<file path="src/rtl/game_monitor_if.sv">
// Bird/pipe column sampling and score display bundle for game_monitor.
// The master side drives the play inputs; the slave side returns status and score.
interface game_monitor_if #(
  parameter int ROWS = 16
);
  logic            start;
  logic [ROWS-1:0] bird_col;
  logic [ROWS-1:0] pipe_col;
  logic            pipe_shift;
  logic            active;
  logic            gameover;
  logic [3:0]      score_ones;
  logic [3:0]      score_tens;
  logic [3:0]      best_ones;
  logic [3:0]      best_tens;

  modport master (
    output start, bird_col, pipe_col, pipe_shift,
    input  active, gameover,
    input  score_ones, score_tens,
    input  best_ones, best_tens
  );

  modport slave (
    input  start, bird_col, pipe_col, pipe_shift,
    output active, gameover,
    output score_ones, score_tens,
    output best_ones, best_tens
  );
endinterface

</file>
<file path="src/rtl/game_monitor.sv">
// Game flow FSM, collision detect and 2-digit BCD score for the bird game.
// Define HIGH_SCORE_EN to keep a best score across games.
module game_monitor #(
  parameter int ROWS = 16
) (
  input logic          clk,
  input logic          reset,
  game_monitor_if.slave bus
);
  typedef enum logic [1:0] {
    IDLE,
    PLAY,
    OVER
  } state_t;

  state_t     state, state_n;
  logic       start_q;
  logic       start_rise;
  logic       hit;
  logic       safe_shift;
  logic       clr, inc;
  logic       active_q, active_n;
  logic       over_q, over_n;
  logic [3:0] s_ones, s_tens;
  logic       at_max;

  assign start_rise = bus.start & ~start_q;

  // A bird that left the field counts as a collision.
  assign hit = (|(bus.bird_col & bus.pipe_col))
             | (bus.bird_col == '0);

  assign safe_shift = bus.pipe_shift
                    & (bus.pipe_col != '0);

  assign at_max = (s_tens == 4'd9)
                & (s_ones == 4'd9);

  always_comb begin
    state_n  = state;
    clr      = 1'b0;
    inc      = 1'b0;
    active_n = 1'b0;
    over_n   = 1'b0;
    unique case (1'b1)
      (state == IDLE): begin
        if (start_rise) begin
          state_n = PLAY;
          clr     = 1'b1;
        end
      end
      (state == PLAY): begin
        if (hit)
          state_n = OVER;
        else if (safe_shift)
          inc = 1'b1;
      end
      (state == OVER): begin
        if (start_rise)
          state_n = IDLE;
      end
      default: state_n = IDLE;
    endcase
    active_n = (state_n != IDLE);
    over_n   = (state_n == OVER);
  end

  always_ff @(posedge clk) begin
    if (reset) begin
      state    <= IDLE;
      start_q  <= 1'b0;
      active_q <= 1'b0;
      over_q   <= 1'b0;
      s_ones   <= 4'd0;
      s_tens   <= 4'd0;
    end else begin
      state    <= state_n;
      start_q  <= bus.start;
      active_q <= active_n;
      over_q   <= over_n;
      if (clr) begin
        s_ones <= 4'd0;
        s_tens <= 4'd0;
      end else if (inc && !at_max) begin
        if (s_ones == 4'd9) begin
          s_ones <= 4'd0;
          s_tens <= s_tens + 4'd1;
        end else begin
          s_ones <= s_ones + 4'd1;
        end
      end
    end
  end

  assign bus.active     = active_q;
  assign bus.gameover   = over_q;
  assign bus.score_ones = s_ones;
  assign bus.score_tens = s_tens;

`ifdef HIGH_SCORE_EN
  logic [3:0] b_ones, b_tens;
  logic       pend;

  // BCD digits compare correctly as a plain 8-bit magnitude.
  always_ff @(posedge clk) begin
    if (reset) begin
      pend   <= 1'b0;
      b_ones <= 4'd0;
      b_tens <= 4'd0;
    end else begin
      pend <= (state == PLAY) & hit;
      if (pend && ({s_tens, s_ones} > {b_tens, b_ones})) begin
        b_ones <= s_ones;
        b_tens <= s_tens;
      end
    end
  end

  assign bus.best_ones = b_ones;
  assign bus.best_tens = b_tens;
`else
  assign bus.best_ones = 4'd0;
  assign bus.best_tens = 4'd0;
`endif

endmodule

</file>
<file path="src/flat_wrapper.sv">
// flat-port wrapper written by rule: the top's interface ports become plain ports
module game_monitor_flat 
#(
  parameter int ROWS = 16
)
  (clk, reset, bus_start, bus_bird_col, bus_pipe_col, bus_pipe_shift, bus_active, bus_gameover, bus_score_ones, bus_score_tens, bus_best_ones, bus_best_tens);
  game_monitor_if #(.ROWS(ROWS)) bus_i ();
  input logic clk;
  input logic reset;
  input wire logic [$bits(bus_i.start)-1:0] bus_start;
  input wire logic [$bits(bus_i.bird_col)-1:0] bus_bird_col;
  input wire logic [$bits(bus_i.pipe_col)-1:0] bus_pipe_col;
  input wire logic [$bits(bus_i.pipe_shift)-1:0] bus_pipe_shift;
  output wire logic [$bits(bus_i.active)-1:0] bus_active;
  output wire logic [$bits(bus_i.gameover)-1:0] bus_gameover;
  output wire logic [$bits(bus_i.score_ones)-1:0] bus_score_ones;
  output wire logic [$bits(bus_i.score_tens)-1:0] bus_score_tens;
  output wire logic [$bits(bus_i.best_ones)-1:0] bus_best_ones;
  output wire logic [$bits(bus_i.best_tens)-1:0] bus_best_tens;
  assign bus_i.start = bus_start;
  assign bus_i.bird_col = bus_bird_col;
  assign bus_i.pipe_col = bus_pipe_col;
  assign bus_i.pipe_shift = bus_pipe_shift;
  assign bus_active = bus_i.active;
  assign bus_gameover = bus_i.gameover;
  assign bus_score_ones = bus_i.score_ones;
  assign bus_score_tens = bus_i.score_tens;
  assign bus_best_ones = bus_i.best_ones;
  assign bus_best_tens = bus_i.best_tens;
  game_monitor #(.ROWS(ROWS)) u_core (.clk(clk), .reset(reset), .bus(bus_i));
endmodule
</file>
<file path="config.mk">
export PLATFORM = sky130hd
export DESIGN_NAME = game_monitor_flat
export DESIGN_NICKNAME = d
export VERILOG_FILES = /design/src/rtl/game_monitor_if.sv /design/src/rtl/game_monitor.sv /design/src/flat_wrapper.sv
export SDC_FILE = /design/constraint.sdc
export NUM_CORES = 1
export LEC_CHECK = 0
export CAP_MARGIN = 20
export CORE_UTILIZATION = 36
export DETAILED_ROUTE_END_ITERATION = 12
export GPL_ROUTABILITY_DRIVEN = 0
export PLACE_DENSITY = 0.85
export REMOVE_ABC_BUFFERS = 1
export SLEW_MARGIN = 0
export SYNTH_ARGS = -nofsm -noshare
export SYNTH_HDL_FRONTEND = slang
export SYNTH_SLANG_ARGS = --single-unit
</file>
<file path="constraint.sdc">
create_clock -name clk -period 2.55 [get_ports clk]
set_input_delay 0.255 -clock clk [delete_from_list [all_inputs] [get_ports clk]]
set_output_delay 0.255 -clock clk [all_outputs]
set_load 0.03 [all_outputs]
</file>
## Word level (Yosys, flattened, before mapping)

Index checks and enable logic that the tools add are counted.

| storage, ports and cells | value |
|---|---|
| output and inout bits | 18 |
| register bits after elaboration | 13 |
| input port bits | 36 |
| logic and storage cells | 38 |

| operators by class | value |
|---|---|
| reduce and logical (&&, ||, !) cells | 9 |
| multiplexer cells | 10 |
| bitwise logic cells | 6 |
| eq/ne operators | 5 |
| add/subtract/negate cells | 2 |

Operators by type and width:

| kind | count |
|---|---|
| $and A16 B16 Y16 | 1 |
| $logic_not A16 Y1 | 1 |
| $reduce_bool A16 Y1 | 1 |
| $reduce_or A16 Y1 | 1 |
| $add A4 B1 Y4 const B | 2 |
| $eq A4 B4 Y1 const B | 2 |
| $mux W2 | 3 |
| $pmux W2 S3 | 1 |
| $mux W1 | 5 |
| $eq A2 B2 Y1 const B | 2 |
| $mux W4 | 1 |
| $and A1 B1 Y1 | 3 |
| $eq A2 B1 Y1 const B | 1 |
| $logic_not A2 Y1 | 1 |
| $reduce_and A2 Y1 | 1 |
| $reduce_bool A2 Y1 | 1 |
| $reduce_or A2 Y1 | 1 |
| $logic_and A1 B1 Y1 | 1 |
| $logic_not A1 Y1 | 1 |
| $not A1 Y1 | 1 |
| $or A1 B1 Y1 | 1 |

## Logic depth before layout (Yosys ltp)

Gate-level depths: netlist of run 1.

| depth | value |
|---|---|
| depth after elaboration | 7 |
| gate-level depth with buffers | 9 |
| gate-level depth less buffers | 8 |

## Worst setup path after synthesis of run 1

Ideal clock, no wire load.

| path | value |
|---|---|
| path kind | register to register |
| from | register u_core.s_tens[1], in the netlist u_core.bus.score_tens[1] |
| to | register u_core.s_ones[2], in the netlist u_core.bus.score_ones[2] |
| cell stages (with the launch flop) | 9 |
| buffers on the path | 0 |
| setup slack | 0.505 ns |
| clock period less this slack | 2.045 ns |
| data required time | 2.490 ns |
| arrival | 1.985 ns |
| path through | dfxtp_1 inv_1 ha_1 nand2_1 nor2_1 a2111oi_4 nand4_2 or4_1 nand2_1 |

| between the ends | value |
|---|---|
| word-level cells in the longest chain between the ends | 4 |

RTL lines:

| what | line | RTL |
|---|---|---|
| start: declaration | game_monitor.sv:24 | `logic [3:0] s_ones, s_tens;` |
| start signal: assignment | game_monitor.sv:87 | `s_tens <= s_tens + 4'd1;` |
| $eq A4 B4 Y1 | game_monitor.sv:36 | `assign at_max = (s_tens == 4'd9)` |
| $and A1 B1 Y1 | game_monitor.sv:37 | `& (s_ones == 4'd9);` |
| $logic_not A1 Y1 | game_monitor.sv:84 | `end else if (inc && !at_max) begin` |
| $logic_and A1 B1 Y1 | game_monitor.sv:84 |  |
| end signal: assignment | game_monitor.sv:89 | `s_ones <= s_ones + 4'd1;` |
| end: declaration | game_monitor.sv:24 |  |

No other way between the ends.
A chain may end at the register's enable or synchronous reset.

## Worst setup path in the final report of run 1

| path | value |
|---|---|
| from | register u_core.s_tens[1], in the netlist u_core.bus.score_tens[1] |
| to | register u_core.s_tens[2], in the netlist u_core.bus.score_tens[2] |

| between the ends | value |
|---|---|
| word-level cells in the longest chain between the ends | 5 |
| elaborated cells on any way between the ends | 6 |
| those cells by class | 1 x add/sub; 1 x eq/ne; 1 x bitwise; 3 x reduce/logical |

RTL lines:

| what | line |
|---|---|
| $eq A4 B4 Y1 | game_monitor.sv:36 |
| $and A1 B1 Y1 | game_monitor.sv:37 |
| $logic_not A1 Y1 | game_monitor.sv:84 |
| $logic_and A1 B1 Y1 | game_monitor.sv:84 |
| $reduce_and A2 Y1 (no source line) | -- |

Parallel ways exist; a longest one is shown, timed or not.

==> flow_metrics.tcl, run 1 <==
set metrics [dict create \
    rsz0062_at_grt "no" \
    max_freq_ghz 0.496 \
    nNetsFinal 183 \
    synth_cell_types 34 \
    start_kind "flop" \
    yosysSeqAreaShare_pct 30.9 \
    grt_pass1_wl_um 3620 \
    critPathMaxFanout 5 \
    p_sw_mw 0.122 \
    fin_crit_ns 2.02 \
    routed_wirelength_um 2270 \
    power_density_nw_per_um2 348 \
    pwr-share-comb_pct 27.4 \
    portBuffers 45 \
    critPathKind "flop to flop" \
    ant_nets 0 \
    grt_pass1_vias 905 \
    syn_area_um2 843 \
    setup_viol 0 \
    synth_compound_area_share_pct 18.4 \
    fin_crit_sh_pct 79.1 \
    synth_edf_count 0 \
    avgSynthCellArea_um2 8.78 \
    syn_to_final_growth_pct 56.7 \
    postCtsHoldBufs 0 \
    numClockSinks 13 \
    muxShareOfSynthArea_pct 3.71 \
    skew_ns 0.00121 \
    internal_power_mw 0.337 \
    synth_ff_type "dfxtp_1" \
    synth_area_leaders "dfxtp_1, buf_4, nor4_1" \
    cp_slowest_cell "a2111oi_4" \
    track_usage_pct 18.7 \
    cts_buffer_depth 2 \
    cts_tree "done" \
    maxCapViolCount 0 \
    clockPowerShare_pct 26.4 \
    htree_levels 1 \
    critical_path_arrival_ns 2.18 \
    die_h_um 50.4 \
    via_per_inst 5.49 \
    netSwitchingFraction_pct 26.6 \
    drt-initial-drc-count 19 \
    start_util_pct 38.1 \
    synth_top_family_by_area "simple AND/OR/NAND/NOR gates" \
    worstPathBufferInverterCount 1 \
    core_area_um2 2210 \
    die_x_um 50.4 \
    cts-buffers-inserted 3 \
    cp_data_required_time_ns 2.71 \
    vias 945 \
    leakagePower_nw 0.505 \
    grt_max_degree 10 \
    die-area_um2 2540 \
    wl_per_cell_um 13.2 \
    dp_cells 168 \
    antenna_cells 0 \
    synthAdderAreaFrac_pct 2.97 \
    cp_slowest_stage_delay_ns 0.42 \
    synth-xor-area-share_pct 3.12 \
    peakVddDrop_mv 0.213 \
    cts-resized-gates 0 \
    ys_seq_elements 13 \
    first_pass_iters 4 \
    synth_top_area_cell "dfxtp_1" \
    antenna_found_initial 0 \
    synth_warnings 0 \
    seqPwrFrac_pct 46.1 \
    ioPinCount 54 \
    postCtsSetupRepairBufs 0 \
    fin_setup_tns_ns 0 \
    worstSkewPairLatency_ns 0.26 \
    synth_top_area_share_pct 30.9 \
    synth_cells 96 \
    crit_chain "inv_1 -> ha_1 -> nand2_1 -> nor2_1 -> a2111oi_4 -> and4_1 -> a21oi_1 -> a31o_1" \
    cts.reportedPaths.clkPinSlew_ns 0.07 \
    gr-total-overflow 0 \
    num-fill-cells 192 \
    rrSetupSlack_ns 0.53 \
    fp-row-count 17 \
    end_kind "flop" \
    async_flop_share_pct 0 \
    cpLargestDelayFamily "compound AO/OA/AOI/OAI gates" \
    finalNonFillerCells 172 \
    synth_commonest_cells "dfxtp_1, buf_4, nor2_1" \
    hold_path_class "flop to flop" \
    synth_most_common_cell "dfxtp_1" \
    root_buffer "clkbuf_4" \
    yosys.area_share.simple_pct 31.6 \
    status "finished, final reports clean" \
    hold_viol_final 0 \
    hpwl_um 1960 \
    maxSlewViolCount 0 \
    drive_gt1_share_pct 5.56 \
    drc_errors 0 \
]
==> path summary, 6_finish.rpt <==
check / start / to / cells past startpoint
worst max register to register: u_core.bus.score_tens[1] / u_core.bus.score_tens[2] / 8
worst min register to register: u_core.bus.score_tens[3] / u_core.bus.score_tens[3] / 2
worst max-delay path: u_core.bus.score_tens[1] / u_core.bus.score_tens[2] / 8
worst min-delay path: u_core.bus.score_tens[3] / u_core.bus.score_tens[3] / 2
==> metal layers <==
metal	wire length [um]	GRT usage, %
met4	67	9.72
met1	805	18.4
met3	149	2.73
met5	0	0
met2	1250	36.7
==> cells by family after synthesis <==
family	Yosys count
fa+ha+maj	2
xor+xnor	3
simple gates	45
buf+inv	11
mux	3
compound gates	18
other cells	1
flops	13
==> layout by cell type (no fill, tap or decap), types with 3 or more instances in the layout <==
cell type        count
dfxtp_1             13
nand2_1              7
nor4_1               8
a21oi_1              4
clkdlybuf4s50_1     45
nor2b_1              3
and4_1               3
nor2_1               9
nand3_1              3
a221oi_1             4
clkbuf_4             3
a22o_1               4
conb_1               8
==> worst min-delay path: stages, from the launching register on <==
cell and delay, ns:
dfxtp_1 0.34, nand2_1 0.06, mux2i_1 0.07
==> layout make-up <==
| cell class | instances | area (um^2) | area share [%] |
|---|---|---|---|
| clock buffers | 4 | 26.3 | 1.99 |
| flip-flops and latches | 13 | 260 | 19.7 |
| well taps | 28 | 35.0 | 2.65 |
| inverters | 2 | 7.51 | 0.568 |
| repair buffers | 46 | 458 | 34.7 |
| multi-input cells | 79 | 534 | 40.4 |
==> registers in the layout, summed over array words and instances, names as in the netlist <==
register	cells
u_core.bus.gameover	1
u_core.bus.active	1
u_core.state	2
u_core.start_q	1
u_core.bus.score_tens	4
u_core.bus.score_ones	4
==> power groups by stage <==
stage                     Sequential (mW)  Combinational (mW)  Clock [mW]
after floorplan                     0.221              0.0432           0
after global placement              0.216               0.123           0
after detailed placement            0.217               0.125           0
after CTS                           0.212               0.126       0.126
after global routing                0.213               0.135       0.141
final                               0.212               0.126       0.122
==> per-stage QoR <==
stage / power, mW / setup WS (ns) / util [%] / hold slack (ns) / area, um^2
after floorplan: 0.264 / 0.500 / - / 0.327 / 802
after global placement: 0.340 / 0.367 / 58.5 / 0.478 / 1290
after detailed placement: 0.342 / 0.273 / 58.5 / 0.507 / 1290
after CTS: 0.463 / 0.539 / 59.7 / 0.518 / 1320
after global routing: 0.489 / 0.412 / 59.7 / 0.549 / 1320
final: 0.460 / 0.534 / 59.7 / 0.511 / 1320
(Power assumes the default switching activity.)
==> run 2, diff against run 1 <==
--- a/config.mk
+++ b/config.mk
@@ -6,10 +6,10 @@
 export NUM_CORES = 1
 export LEC_CHECK = 0
 export CAP_MARGIN = 20
-export CORE_UTILIZATION = 36
+export CORE_UTILIZATION = 32
 export DETAILED_ROUTE_END_ITERATION = 12
 export GPL_ROUTABILITY_DRIVEN = 0
-export PLACE_DENSITY = 0.85
+export PLACE_DENSITY = 0.8
 export REMOVE_ABC_BUFFERS = 1
 export SLEW_MARGIN = 0
 export SYNTH_ARGS = -nofsm -noshare
==> constraint.sdc (replaced) <==
create_clock -name clk -period 1.8 [get_ports clk]
set_input_delay 0.18 -clock clk [delete_from_list [all_inputs] [get_ports clk]]
set_output_delay 0.18 -clock clk [all_outputs]
set_load 0.03 [all_outputs]
==> flow_metrics.tcl, run 2 (synthesized netlist as in run 1, its figures left out) <==
set metrics [dict create \
    status "complete, but fails checks" \
    failed_checks "setup timing" \
    drt-initial-drc-count 15 \
    numClockSinks 13 \
    drc_errors 0 \
    ant_nets 0 \
    cts.reportedPaths.clkPinSlew_ns 0.08 \
    grt_max_degree 8 \
    routed_wirelength_um 2680 \
    rsz0062_at_grt "yes" \
    portBuffers 45 \
    maxSlewViolCount 0 \
    antenna_cells 0 \
    start_kind "input port" \
    power_density_nw_per_um2 429 \
    hold_viol_final 0 \
    critPathMaxFanout 4 \
    end_kind "flop" \
    rrSetupSlack_ns -0.07 \
    track_usage_pct 20.3 \
    worst_hold_slack_ns 0.493 \
    hold_path_class "input port to flop" \
    die-area_um2 2840 \
    die_h_um 53.3 \
    peakVddDrop_mv 0.376 \
    final_common_cell "clkdlybuf4s50_1" \
    wl_per_cell_um 13.5 \
    drive_gt1_share_pct 30.8 \
    grt_pass1_vias 1007 \
    ff2ff_path_depth 6 \
    cts_tree "done" \
    fp-row-count 18 \
    postCtsHoldBufs 0 \
    skew_ns 0.00567 \
    leakagePower_nw 0.694 \
    via_per_inst 5.27 \
    r2r-start "u_core.bus.score_ones[3]" \
    antenna_found_initial 0 \
    max_freq_ghz 0.534 \
    cts_buffer_depth 2 \
    gr-total-overflow 0 \
    die_x_um 53.3 \
    syn_to_final_growth_pct 89.6 \
    hold_depth 2 \
    cp_data_required_time_ns 2.01 \
    htree_levels 1 \
    core_area_um2 2480 \
    cp-startpoint "bus_pipe_col[10]" \
    ioPinCount 54 \
    fin_crit_sh_pct 104 \
    root_buffer "clkbuf_4" \
    first_pass_iters 4 \
    dpl_cell_area_um2 1440 \
    critPathKind "input port to flop" \
    hpwl_um 2170 \
    start_util_pct 34.0 \
    worstSkewPairLatency_ns 0.27 \
    cts-buffers-inserted 3 \
    final_cell_area_um2 1600 \
    grt_pass1_wl_um 4140 \
    maxCapViolCount 0 \
    hold_end "u_core.start_q" \
    mostFrequentLayoutCells "clkdlybuf4s50_1, buf_4, dfxtp_1" \
    critical_path_arrival_ns 2.08 \
    setup_slack_ns -0.0730 \
    setup_viol 4 \
    worstReg2RegEnd "u_core.bus.score_ones[1]" \
    min-delay-start "bus_start" \
    fin_crit_ns 1.87 \
    nNetsFinal 208 \
    vias 1049 \
]
-- run 2: what timing repair did --
item                                    in CTS  in global routing
buffers inserted                             3                  3
pin swaps                                    7                  7
resized for setup                           14                 15
endpoints found under the setup margin       7                 10
-- run 2: worst max-delay path by stage --
stage / endpoint / slack [ns] / cells past startpoint
floorplan: u_core.bus.score_tens[3] / -0.25 / 8
global placement: u_core.bus.score_tens[2] / -0.25 / 7
detailed placement: u_core.bus.score_tens[1] / -0.32 / 7
CTS: u_core.bus.score_ones[1] / -0.02 / 6
global route: u_core.bus.score_ones[1] / -0.16 / 6
finish: u_core.bus.score_ones[1] / -0.07 / 7
-- run 2: stage by stage --
| stage | std cells | setup TNS (ns) | util (%) | total power [mW] | setup slack (ns) |
|---|---|---|---|---|---|
| finish | 199 | -0.149 | 64.5 | 0.685 | -0.0730 |
| global route | 199 | -0.518 | 64.5 | 0.720 | -0.163 |
| CTS | 196 | -0.0195 | 61.5 | 0.680 | -0.0194 |
| detailed placement | 189 | -2.36 | 58.1 | 0.506 | -0.324 |
| global placement | 189 | -1.81 | 58.1 | 0.501 | -0.254 |
| floorplan | 94 | -1.53 | - | 0.375 | -0.250 |
-- run 2: final cells by class --
class	count	area, um^2
repair buffers	71	654
clock buffers	4	26.3
multi-input cells	79	609
fillers	203	878
inverters	2	7.51
flip-flops and latches	13	264
well taps	30	37.5
-- run 2: critical path, cell delays in order --
cell and delay (ns):
clkdlybuf4s50_1 0.49, nor4_1 0.07, and4_1 0.23, a2111oi_4 0.36
nand4_2 0.20, or3_1 0.43, a21oi_2 0.12
-- run 2: metal layers --
metal / track usage (%) / share of wire [%] / up-vias
li1: - / - / 500
met4: 10.5 / 3.9 / 0
met1: 21.5 / 38 / 476
met2: 38.8 / 51 / 63
met5: 0 / 0 / -
met3: 1.72 / 7.2 / 10
-- run 2: report_power, final --
part           switching [mW]  internal [mW]
logic                  0.0945          0.116
registers             0.00594          0.295
clock network          0.0888         0.0858
==> RTL edit 1, RTL diff (settings of run 1) <==
The 3 states of `state_t` get a one-hot encoding in 3 bits.
--- a/src/rtl/game_monitor.sv
+++ b/src/rtl/game_monitor.sv
@@ -9,6 +9,6 @@
 );
-  typedef enum logic [1:0] {
-    IDLE,
-    PLAY,
-    OVER
+  typedef enum logic [2:0] {
+    IDLE = 3'b001,
+    PLAY = 3'b010,
+    OVER = 3'b100
   } state_t;
Check against the original RTL: no difference found for any inputs over 10 cycles, from zero or initial values and one cycle with reset high; not proved beyond that.
==> RTL edit 1 against run 1 <==
Register-to-register slack better by 60 ps. Area after synthesis rose by 3.0%. Wire length increased by 7.6%. Non-clock buffer count up 1. Design area rose by 2.5%. Fmax decreased by 2.0%. Setup slack got worse by 41 ps. Sequential cell count increased by 1. Global-route usage hardly changed. Total power grew 6.3%. Count of clock-buffer cells in the layout decreased by 1. Final cell count is 2.3% higher. Critical path type is now in2reg. Largest power group unchanged. Highest routed layer unchanged.
==> RTL edit 1: results (changes against run 1) <==
* Status: finished clean
* Distinct cells, synth at 32 (-5.9%)
* YS warnings at 0 (unchanged)
* Post-Route WL at 2440 µm (+7.6%)
* Routed via count at 949 (+0.42%)
* Largest net degree at the start of global routing at 8 (-2)
* Critical path arrival at 2260 ps (+80 ps)
* Worst Skew at 2.77 ps (+1.56 ps)
* Setup_tns at 0 ps (unchanged)
* Total global-route track usage at 18.6% (-0.046 points)
* Final Non-Filler Cells at 176 (+2.3%)
* Initial antenna violation count at 0 (unchanged)
* Setup Buffers After CTS at 0 (unchanged)
* Nets at 188 (+2.7%)
* Port Buffers at 45 (unchanged)
* Gates resized, CTS repair at 0 (unchanged)
* Avg Inst Size Synth at 8.68 µm² (-1.2%)
* Leak at 0.499 nW (-1.2%)
* Clk slew on worst S/H paths at 80 ps
* Max VDD drop at 0.489 mV (+130%)
* Setup slack at placement at 206 ps (-67.0 ps)
* Synth cell count leaders: dfxtp_1 (14), buf_4 (8), nor4_1 (8)
* Multi-input gate area at 528 µm² (-1.2%)
* Ys flop type: dfxtp_1
* Total placed cells including tap cells at 173 (+3.0%)
* Internal power component at 0.353 mW (+4.7%)
* Global-route wire length before repair at 3740 µm (+3.2%)
* Vias in the first global route at 915 (+1.1%)
* CTS buffer count at 3 (unchanged)
* Worst-Skew Late Latency at 270 ps
* Htree depth at 1 (unchanged)
* Clk root buf: clkbuf_4
* Dpl hpwl at 1980 µm (+1.0%)
* DR iter-0 viols at 18 (-1)
* Layout cell share with drive strength beyond 1 at 8.78% (+3.2 points)
* Ant diodes at 0 (unchanged)
* DRT Pass-1 Iters at 6 (+2)
* Largest cells by area after synthesis: dfxtp_1 (32%), buf_4 (6.9%), nor4_1 (5.8%)
* Async SR Flop Fraction at 0% (unchanged)
* Max Root-Sink Buffers at 2 (unchanged)
* Hold WC Path Type: reg2reg
* Seq/Total Area, Yosys at 32.3% (+1.4 points)
* Number of fill cells at 202 (+5.2%)
* Cell area after placement at 0.00133 mm² (+2.8%)
* Crit-path max FO at 7 (+2)
[RTL edit 1: worst paths after layout]
check | to | slack [ps] | depth (start not counted) | start
hold reg to reg | u_core.bus.score_tens[1] | 540 | 2 | u_core.bus.score_tens[1]
setup reg to reg | u_core.bus.score_tens[3] | 590 | 6 | u_core.state[0]
setup / recovery | u_core.bus.score_tens[3] | 490 | 7 | bus_bird_col[5]
hold / removal | u_core.bus.score_tens[1] | 540 | 2 | u_core.bus.score_tens[1]
[RTL edit 1: logic make-up (layout without fill, tap and decap cells)]
logic type,after synthesis,count (layout),synth area share (%)
simple gates,44,44,34.0
compound gates,22,22,18.4
buf+inv,15,56,9.94
flops,14,14,32.3
fa+ha+maj,2,2,2.88
xor+xnor,2,2,2.02
other cells,1,8,0.432
[RTL edit 1: layout make-up]
cell class / instances / share of cell area (%)
Clock buffer: 3 / 1.66
Inverter: 6 / 1.66
Multi-Input combinational cell: 78 / 39.0
Sequential cell: 14 / 20.7
Tap cell: 28 / 2.59
Timing Repair Buffer: 47 / 34.4
[RTL edit 1: power groups by stage]
stage / sequential, mW / clock [mW] / combinational (mW)
after floorplan: 0.243 / 0 / 0.0459
after global routing: 0.235 / 0.129 / 0.141
after global placement: 0.238 / 0 / 0.130
after detailed placement: 0.238 / 0 / 0.132
final: 0.233 / 0.121 / 0.134
after CTS: 0.233 / 0.122 / 0.133
[RTL edit 1: worst max-delay path: stages]
cell	delay [ps]
clkdlybuf4s50_1	430
a211oi_2	220
nand4_1	160
nor4_4	450
nand4b_4	190
or3_1	370
a21oi_1	170
[RTL edit 1: routing by layer]
metal  vias up  GRT usage [%]  part of all wire (%)
li1        460              -                     -
met5         -              0                     0
met2        38           34.0                    50
met1       445           20.7                    42
met4         0           7.87                   1.0
met3         6           3.57                   7.1
==> RTL edit 2, RTL diff (flow settings as in run 1) <==
Made on the original files. Build with the macro `HIGH_SCORE_EN` defined.
--- a/src/rtl/game_monitor.sv
+++ b/src/rtl/game_monitor.sv
@@ -2,2 +2,4 @@
 // Define HIGH_SCORE_EN to keep a best score across games.
+`define HIGH_SCORE_EN
+
 module game_monitor #(
Function: changed (Yosys sat finds a counterexample within 10 cycles, from zero or initial values and one cycle with reset high).
==> RTL edit 2 against run 1 <==
Non-clock buffer count up 9. Clock skew is essentially flat. Sequential share of layout area grew 2.3 points. Critical endpoint is now u_core.bus.score_tens[3]. Area after synthesis increased by 63%. Setup slack better by 6.4 ps. Critical path depth is 1 lower. Design area is 52% higher. Sequential cell count is 9 higher. Final cell count is 48% higher. Total power is 57% higher. Synthesized cell count is 58% higher. Utilization decreased by 4.9 points. Wire length grew 35%. Combinational power fell by 6%. Largest cell class unchanged.
==> RTL edit 2: results (changes against run 1) <==
* Vias in the first global route at 1207 (+33%)
* Worst Skew at 1.11 ps (-0.0984 ps)
* Setup crit start: bus_bird_col[7]
* Vias per cell at 5.16 (-6.1%)
* Clk root buf: clkbuf_8
* Routed wl met3 at 210 µm (+41%)
* Async SR Flop Fraction at 0% (unchanged)
* Hold WC Path Type: reg2reg
* CTS buffer count at 3 (unchanged)
* Total global-route track usage at 16.0% (-2.7 points)
* Critical path arrival at 2200 ps (+20 ps)
* Hold_sp: u_core.bus.best_tens[3]
* Met2 routed WL at 1510 µm (+21%)
* WL/cell at 12.0 µm (-9.0%)
* Gates resized, CTS repair at 0 (unchanged)
* Setup Buffers After CTS at 0 (unchanged)
* Largest cells by area after synthesis: dfxtp_1 (32%), ha_1 (9.1%), nand2b_1 (7.3%)
* Worst Reg-to-Reg Cells at 7 (-1)
* Synth cell count leaders: dfxtp_1 (22), nand2b_1 (16), a21oi_1 (10), ha_1 (10), inv_1 (10)
* Hold depth at 2 (unchanged)
* Number of fill cells at 345 (+80%)
* Worst-Skew Late Latency at 260 ps (about the same)
* Htree depth at 1 (unchanged)
* Layout cell share with drive strength beyond 1 at 7.25% (+1.7 points)
* Port Buffers at 53 (+18%)
* Seq/Total Area, Yosys at 32.0% (+1.2 points)
* Max VDD drop at 0.147 mV (-31%)
* Largest net degree at the start of global routing at 24 (+14)
* Top Layer Used: met4
* Ant diodes at 0 (unchanged)
* Crit-path max FO at 7 (+2)
* Dpl hpwl at 2480 µm (+26%)
* Ys flop type: dfxtp_1
* YS warnings at 0 (unchanged)
* Met1 wire length at 1260 µm (+57%)
* Distinct cells, synth at 34 (unchanged)
* DRT Pass-1 Iters at 4 (unchanged)
* Status: finished clean
* Clk slew on worst S/H paths at 80 ps
* Max Root-Sink Buffers at 2 (unchanged)
* Leak at 0.712 nW (+41%)
* Initial antenna violation count at 0 (unchanged)
* Global-route wire length before repair at 5040 µm (+39%)
* Reg2Reg Launch Point: u_core.bus.score_ones[1]
* DR iter-0 viols at 37 (+18)
* Nets at 254 (+39%)
* Rel. slew slack at 60.6%
==> RTL edit 2: metrics by stage <==
step	utilization (%)	instance area, µm²	worst slack (ps)	cells
3_3_place_gp	53.3	1950	342	251
5_1_grt	54.8	2010	429	255
2_1_floorplan	-	1350	616	148
3_5_place_dp	53.3	1950	308	251
4_1_cts	54.8	2010	547	255
6_report	54.8	2010	541	255
==> RTL edit 2: cells by family (layout without fill, tap and decap cells) <==
| family | count (synthesis) | in the layout | synth area share [%] |
|---|---|---|---|
| muxes | 8 | 8 | 5.82 |
| buffers and inverters | 14 | 69 | 4.91 |
| AOI/OAI and AO/OA | 31 | 31 | 17.7 |
| adders and majority gates | 10 | 10 | 9.10 |
| and+or+nand+nor | 64 | 64 | 28.6 |
| xor gates and xnor gates | 3 | 3 | 1.91 |
| DFF | 22 | 22 | 32.0 |
==> RTL edit 2: layer usage <==
metal	global-route usage, %	vias to the layer above
met2	28.1	50
met4	8.52	0
li1	-	664
met5	0	-
met3	4.64	9
met1	17.2	592
==> RTL edit 2: final cells by class <==
| type | instances | area (µm²) | area share [%] |
|---|---|---|---|
| tap | 48 | 60.1 | 2.99 |
| multi-input combinational | 116 | 867 | 43.2 |
| sequential | 22 | 440 | 22.0 |
| inverter | 10 | 37.5 | 1.87 |
| timing repair buffer | 55 | 546 | 27.2 |
| clock buffer | 4 | 55.1 | 2.74 |
==> RTL edit 2: power by group <==
part / internal (mW) / total [mW] / switching, mW / leakage [nW]
clock: 0.138 / 0.251 / 0.114 / 0.0288
combinational: 0.0733 / 0.118 / 0.0445 / 0.506
sequential: 0.349 / 0.352 / 0.00280 / 0.178
==> RTL edit 2: worst max-delay path: stages <==
cell	delay, ps
clkdlybuf4s50_1	430
a22o_1	260
a221oi_2	170
and4_1	380
nand4b_4	170
or3_1	380
a21oi_1	160
==> RTL edit 2: final timing paths <==
path                                    to  slack (ps)
setup / recovery  u_core.bus.score_tens[3]         540
hold / removal     u_core.bus.best_tens[3]         480
setup reg to reg   u_core.bus.best_ones[2]         600
hold reg to reg    u_core.bus.best_tens[3]         480
